`src/rtl/segment_scan_controller.sv`:
```
// rtl/segment_scan_controller.sv - multiplexed 7-segment scanner with blanking and tear-free frame load
// integer_to_segment: active-low g..a pattern for one hex nibble.

module integer_to_segment (
  input  logic [3:0] value,
  output logic [6:0] seg_n
);
  always_comb begin
    seg_n = 7'h7F;
    case (value)
      4'h0: seg_n = 7'h40;
      4'h1: seg_n = 7'h79;
      4'h2: seg_n = 7'h24;
      4'h3: seg_n = 7'h30;
      4'h4: seg_n = 7'h19;
      4'h5: seg_n = 7'h12;
      4'h6: seg_n = 7'h02;
      4'h7: seg_n = 7'h78;
      4'h8: seg_n = 7'h00;
      4'h9: seg_n = 7'h10;
      4'hA: seg_n = 7'h08;
      4'hB: seg_n = 7'h03;
      4'hC: seg_n = 7'h46;
      4'hD: seg_n = 7'h21;
      4'hE: seg_n = 7'h06;
      4'hF: seg_n = 7'h0E;
      default: seg_n = 7'h7F;
    endcase
  end
endmodule

module segment_scan_controller #(
  parameter int DIGITS       = 8,
  parameter int SCAN_DIV     = 50000,
  parameter int BLANK_CYCLES = 500
) (
  input  logic                  clk,
  input  logic                  rst,
  input  logic                  en,
  input  logic [4*DIGITS-1:0]   load_data,
  input  logic [DIGITS-1:0]     load_blank,
  input  logic [DIGITS-1:0]     load_dp,
  input  logic                  load_valid,
  output logic                  load_ready,
  output logic [7:0]            seg_data,
  output logic [DIGITS-1:0]     an,
  output logic                  frame_tick
);
  localparam int PW = $clog2(SCAN_DIV);
  localparam int IW = $clog2(DIGITS);
  localparam logic [PW-1:0] PRESC_LAST = PW'(SCAN_DIV - 1);
  localparam logic [PW-1:0] BLANK_END  = PW'(BLANK_CYCLES);
  localparam logic [IW-1:0] IDX_LAST   = IW'(DIGITS - 1);

  logic [PW-1:0]         presc_q, presc_d;
  logic [IW-1:0]         idx_q, idx_d;
  logic                  pending_q, pending_d;
  logic [4*DIGITS-1:0]   pend_data_q, pend_data_d, disp_data_q, disp_data_d;
  logic [DIGITS-1:0]     pend_blank_q, pend_blank_d, disp_blank_q, disp_blank_d;
  logic [DIGITS-1:0]     pend_dp_q, pend_dp_d, disp_dp_q, disp_dp_d;
  logic [DIGITS-1:0]     an_q, an_d;
  logic [7:0]            seg_q, seg_d;
  logic                  tick_q, tick_d;
  logic                  slot_wrap, frame_end, transfer;
  logic [3:0]            cur_nibble;
  logic [6:0]            cur_seg_n;

  assign cur_nibble = disp_data_q[{idx_q, 2'b00} +: 4];

  integer_to_segment u_enc (
    .value (cur_nibble),
    .seg_n (cur_seg_n)
  );

  always_comb begin
    presc_d      = presc_q;
    idx_d        = idx_q;
    pending_d    = pending_q;
    pend_data_d  = pend_data_q;
    pend_blank_d = pend_blank_q;
    pend_dp_d    = pend_dp_q;
    disp_data_d  = disp_data_q;
    disp_blank_d = disp_blank_q;
    disp_dp_d    = disp_dp_q;

    slot_wrap = en && (presc_q == PRESC_LAST);
    frame_end = slot_wrap && (idx_q == IDX_LAST);
    transfer  = load_valid && !pending_q;

    if (en) begin
      presc_d = slot_wrap ? '0 : presc_q + PW'(1);
      if (slot_wrap) idx_d = (idx_q == IDX_LAST) ? '0 : idx_q + IW'(1);
    end

    // Commit only ever sees a frame captured on an earlier edge; a same-edge transfer waits a frame.
    if (frame_end && pending_q) begin
      disp_data_d  = pend_data_q;
      disp_blank_d = pend_blank_q;
      disp_dp_d    = pend_dp_q;
      pending_d    = 1'b0;
    end
    if (transfer) begin
      pend_data_d  = load_data;
      pend_blank_d = load_blank;
      pend_dp_d    = load_dp;
      pending_d    = 1'b1;
    end

    if (!en || (presc_q < BLANK_END) || disp_blank_q[idx_q]) begin
      an_d  = '1;
      seg_d = 8'hFF;
    end else begin
      an_d  = ~(DIGITS'(1) << idx_q);
      seg_d = {~disp_dp_q[idx_q], cur_seg_n};
    end
    tick_d = frame_end;
  end

  always_ff @(posedge clk or posedge rst) begin
    if (rst) begin
      presc_q      <= '0;
      idx_q        <= '0;
      pending_q    <= 1'b0;
      pend_data_q  <= '0;
      pend_blank_q <= '1;
      pend_dp_q    <= '0;
      disp_data_q  <= '0;
      disp_blank_q <= '1;
      disp_dp_q    <= '0;
      an_q         <= '1;
      seg_q        <= 8'hFF;
      tick_q       <= 1'b0;
    end else begin
      presc_q      <= presc_d;
      idx_q        <= idx_d;
      pending_q    <= pending_d;
      pend_data_q  <= pend_data_d;
      pend_blank_q <= pend_blank_d;
      pend_dp_q    <= pend_dp_d;
      disp_data_q  <= disp_data_d;
      disp_blank_q <= disp_blank_d;
      disp_dp_q    <= disp_dp_d;
      an_q         <= an_d;
      seg_q        <= seg_d;
      tick_q       <= tick_d;
    end
  end

  assign load_ready = ~pending_q;
  assign an         = an_q;
  assign seg_data   = seg_q;
  assign frame_tick = tick_q;
endmodule

```
`config.mk`:
```
export PLATFORM = sky130hd
export DESIGN_NAME = segment_scan_controller
export DESIGN_NICKNAME = d
export VERILOG_FILES = /design/src/rtl/segment_scan_controller.sv
export SDC_FILE = /design/constraint.sdc
export NUM_CORES = 1
export LEC_CHECK = 0
export CAP_MARGIN = 20
export CORE_UTILIZATION = 40
export CTS_CLUSTER_SIZE = 25
export DETAILED_ROUTE_END_ITERATION = 10
export PLACE_DENSITY_LB_ADDON = 0.08
export SLEW_MARGIN = 20
export SYNTH_ARGS = -nofsm -noshare
export SYNTH_HDL_FRONTEND = slang
export SYNTH_SLANG_ARGS = --single-unit
```
`constraint.sdc`:
```
create_clock -name clk -period 4.3 [get_ports clk]
set_input_delay 0.43 -clock clk [delete_from_list [all_inputs] [get_ports clk]]
set_output_delay 0.43 -clock clk [all_outputs]
set_load 0.005 [all_outputs]
```
==> impl_metrics.py <==
metrics = {
    "route": {
        "viasPerCell": 4.93,
        "wire_per_inst_um": 15.6,
        "drt-initial-drc-count": 148,
        "vias": 3293,
        "drc_errors": 0,
        "ant_nets": 0,
        "drt-total-wl_um": 10400,
        "firstDrtPassIters": 4,
    },
    "placement": {
        "place_congestion": 0.790,
        "dp_slack_ps": 1460,
        "placed_area_sq_um": 6650,
        "port_buffers": 69,
        "dpl.hpwl_um": 7050,
    },
    "synth": {
        "synth_enable_flop_cells": 0,
        "synth_area_leaders": "dfrtp_1 (44%), mux2_2 (18%), dfstp_2 (15%), mux4_2 (4.7%), ha_1 (2.8%)",
        "synth-adder-area-share_pct": 2.83,
        "netlist.area_leader.share_pct": 44.0,
        "synthMuxAreaShare_pct": 25.2,
        "ys_warn_count": 0,
        "synth_compound_area_share_pct": 2.40,
        "postSynthCellCount": 399,
        "synth_top_cell_by_area": "dfrtp_1",
        "synth_area_per_cell_sq_um": 14.4,
        "syn_area_sq_um": 5740,
        "ys_top_cells_by_count": "dfrtp_1 (101), mux2_2 (90), dfstp_2 (32), nand2_1 (23), nor2_1 (17)",
        "synth-main-ff-cell": "dfrtp_1",
        "ys_async_sr_fraction_pct": 100,
        "syn_nets": 464,
        "synthSimpleGateAreaFrac_pct": 6.80,
        "yosysUniqueCellTypes": 41,
        "ys_ff_latch": 133,
        "synth.most_common_cell": "dfrtp_1",
        "yosysSeqAreaShare_pct": 58.6,
        "synth_top_family_by_area": "multiplexers",
        "synth_xor_xnor_area_share_pct": 1.98,
    },
    "clock_tree": {
        "path_clk_slew_ps": 50,
        "cts_buffer_depth": 2,
        "cts_tree": "yes",
        "hold_buffers": 0,
        "clk_latency_ps": 420,
        "cts-htree-levels": 4,
        "cts_buffers": 17,
        "post-cts-setup-buffers": 0,
        "cts_sinks": 133,
        "cts_resized": 0,
        "root_buffer": "clkbuf_16",
    },
    "floorplanning": {
        "rows": 43,
        "dieHeight_um": 122,
        "num_io_pins": 70,
        "initial_core_util_pct": 41.2,
        "coreArea_sq_um": 13900,
        "die-area_sq_um": 14800,
        "die_w_um": 122,
    },
    "critical_path": {
        "end_kind": "flip-flop",
        "cp_cell_sequence": "mux4_2, mux2i_1, mux2_2, nor2_1, o21ai_0",
        "crit_type": "flip-flop to flip-flop",
        "worstPathMaxFanout": 12,
        "cp.required_ps": 4640,
        "cpMaxStageDelayCell": "dfrtp_1",
        "cp.arrival_ps": 3140,
        "r2r_start": "idx_q[0]",
        "critPathLaunchType": "flip-flop",
        "cpPeakStageDelay_ps": 840,
        "startpoint": "idx_q[0]",
    },
    "grt": {
        "use_met2_pct": 23.0,
        "grt_use_met3_pct": 5.10,
        "met1_usage_pct": 22.0,
        "top_usage_layer": "met2",
        "grt_antenna_before_repair": 0,
        "overflow": 0,
        "grt_use_total_pct": 16.1,
        "grt_pass1_wl_um": 17500,
        "grt_pass1_vias": 3375,
        "grt_max_degree": 89,
    },
    "sta": {
        "setup_tns_ps": 0,
        "period_share_pct": 65.1,
        "post-route-min-period_ps": 2800,
        "setup_viol": 0,
        "max_slew_margin_pct": 33.5,
        "worst_slack_ps": 1500,
        "skew_ps": 9.60,
        "holdWs_ps": 496,
        "rsz0062_at_grt": "no",
        "worstMarginPinSlew_ps": 969,
        "timing.fmax_mhz": 357,
        "drv_slew": 0,
        "hold_violations": 0,
    },
    "hold_path": {
        "hold_start": "disp_data_q[30]",
        "min_path_type": "flip-flop to flip-flop",
    },
    "finish": {
        "final_area_sq_um": 7260,
        "fill_cells": 1209,
        "finalNetCount": 540,
        "drive_above_1_share_pct": 37.9,
        "antenna_cells": 0,
        "syn_to_final_growth_pct": 26.3,
    },
    "pwr": {
        "leakagePower_nw": 3.22,
        "power_density_nw_per_um2": 424,
        "p_clk_share_pct": 48.0,
        "power_frac_seq_pct": 45.9,
        "vdd_drop_max_uv": 296,
        "power.switching_mw": 0.665,
        "p_int_mw": 2.41,
        "power.share.switching_pct": 21.6,
        "power_frac_comb_pct": 6.1,
    },
    "run_status": {
        "status": "completed",
    },
    "flow_run": {
        "maxCapViolCount": 0,
    },
}
## worst max-delay path: cells and delay by family (launching register included)
family | cells | cell delay, ps
DFF | 1 | 840
AOI/OAI and AO/OA | 1 | 90
and+or+nand+nor | 1 | 80
muxes | 3 | 1700
## state kept, by name, summed over array words and instances (netlist names)
register and flops:
pending_q 1, an 8, pend_dp_q 8, presc_q 16, pend_blank_q 8, seg_data 8, frame_tick 1, disp_data_q 32
idx_q 3, pend_data_q 32, disp_dp_q 8, disp_blank_q 8
## placed cells by master (no fill, tap or decap), types with 4 or more instances in the layout
| master | instances |
|---|---|
| a21oi_1 | 6 |
| buf_4 | 6 |
| clkbuf_1 | 4 |
| clkbuf_16 | 17 |
| clkdlybuf4s50_1 | 69 |
| clkinvlp_4 | 4 |
| dfrtp_1 | 101 |
| dfstp_2 | 32 |
| ha_1 | 13 |
| inv_1 | 7 |
| mux2_2 | 90 |
| mux2_4 | 9 |
| mux4_2 | 12 |
| nand2_1 | 23 |
| nand3_1 | 12 |
| nand4_1 | 6 |
| nor2_1 | 17 |
| o21ai_0 | 7 |
| xnor2_1 | 6 |
| xor2_1 | 7 |
## kinds of logic (layout without fill, tap and decap cells)
logic type	count (synthesis)	in the layout
adder cells (fa/ha/maj)	13	13
AO/OA/AOI/OAI	22	22
flip-flops	133	133
AND/OR/NAND/NOR	76	76
multiplexers	114	114
buffers and inverters	28	117
XOR/XNOR	13	13
## layout make-up
| class | count | area, sq um | share of cell area, % |
|---|---|---|---|
| well taps | 180 | 225 | 3.10 |
| clock buffers | 24 | 482 | 6.64 |
| clock inverters | 8 | 125 | 1.72 |
| flip-flops and latches | 133 | 3370 | 46.4 |
| inverters | 9 | 38.8 | 0.535 |
| repair buffers | 76 | 756 | 10.4 |
| multi-input cells | 238 | 2260 | 31.2 |
## power groups by stage
stage / Sequential [mW] / Clock (mW) / Combinational, mW
after floorplan: 1.41 / 0 / 0.119
after global placement: 1.43 / 0 / 0.185
after detailed placement: 1.44 / 0 / 0.192
after CTS: 1.41 / 1.51 / 0.193
after global routing: 1.43 / 1.57 / 0.209
final: 1.41 / 1.48 / 0.188
## metal layers
layer	part of all wire (%)	wire (um)	vias up
met5	0	0	-
met4	1.8	184	0
met3	4.3	448	11
met2	45	4750	62
met1	48	5060	1651
li1	-	-	1569
## stage by stage
step / power [mW] / std cells / utilization, %
3_5_place_dp: 1.63 / 636 / 47.7
6_report: 3.08 / 668 / 52.1
2_1_floorplan: 1.53 / 399 / -
5_1_grt: 3.21 / 668 / 52.1
3_3_place_gp: 1.62 / 636 / 47.7
4_1_cts: 3.12 / 668 / 52.1
## worst paths after layout
path,endpoint,slack (ps),depth (start not counted)
worst max-delay path,seg_data[3],1500,5
worst min-delay path,disp_data_q[30],500,1
max in group asynchronous,seg_data[1],2960,3
worst max register to register,seg_data[3],1500,5
min in group asynchronous,presc_q[5],540,2
worst min register to register,disp_data_q[30],500,1
Note: power is estimated with default switching activity, not from simulation.
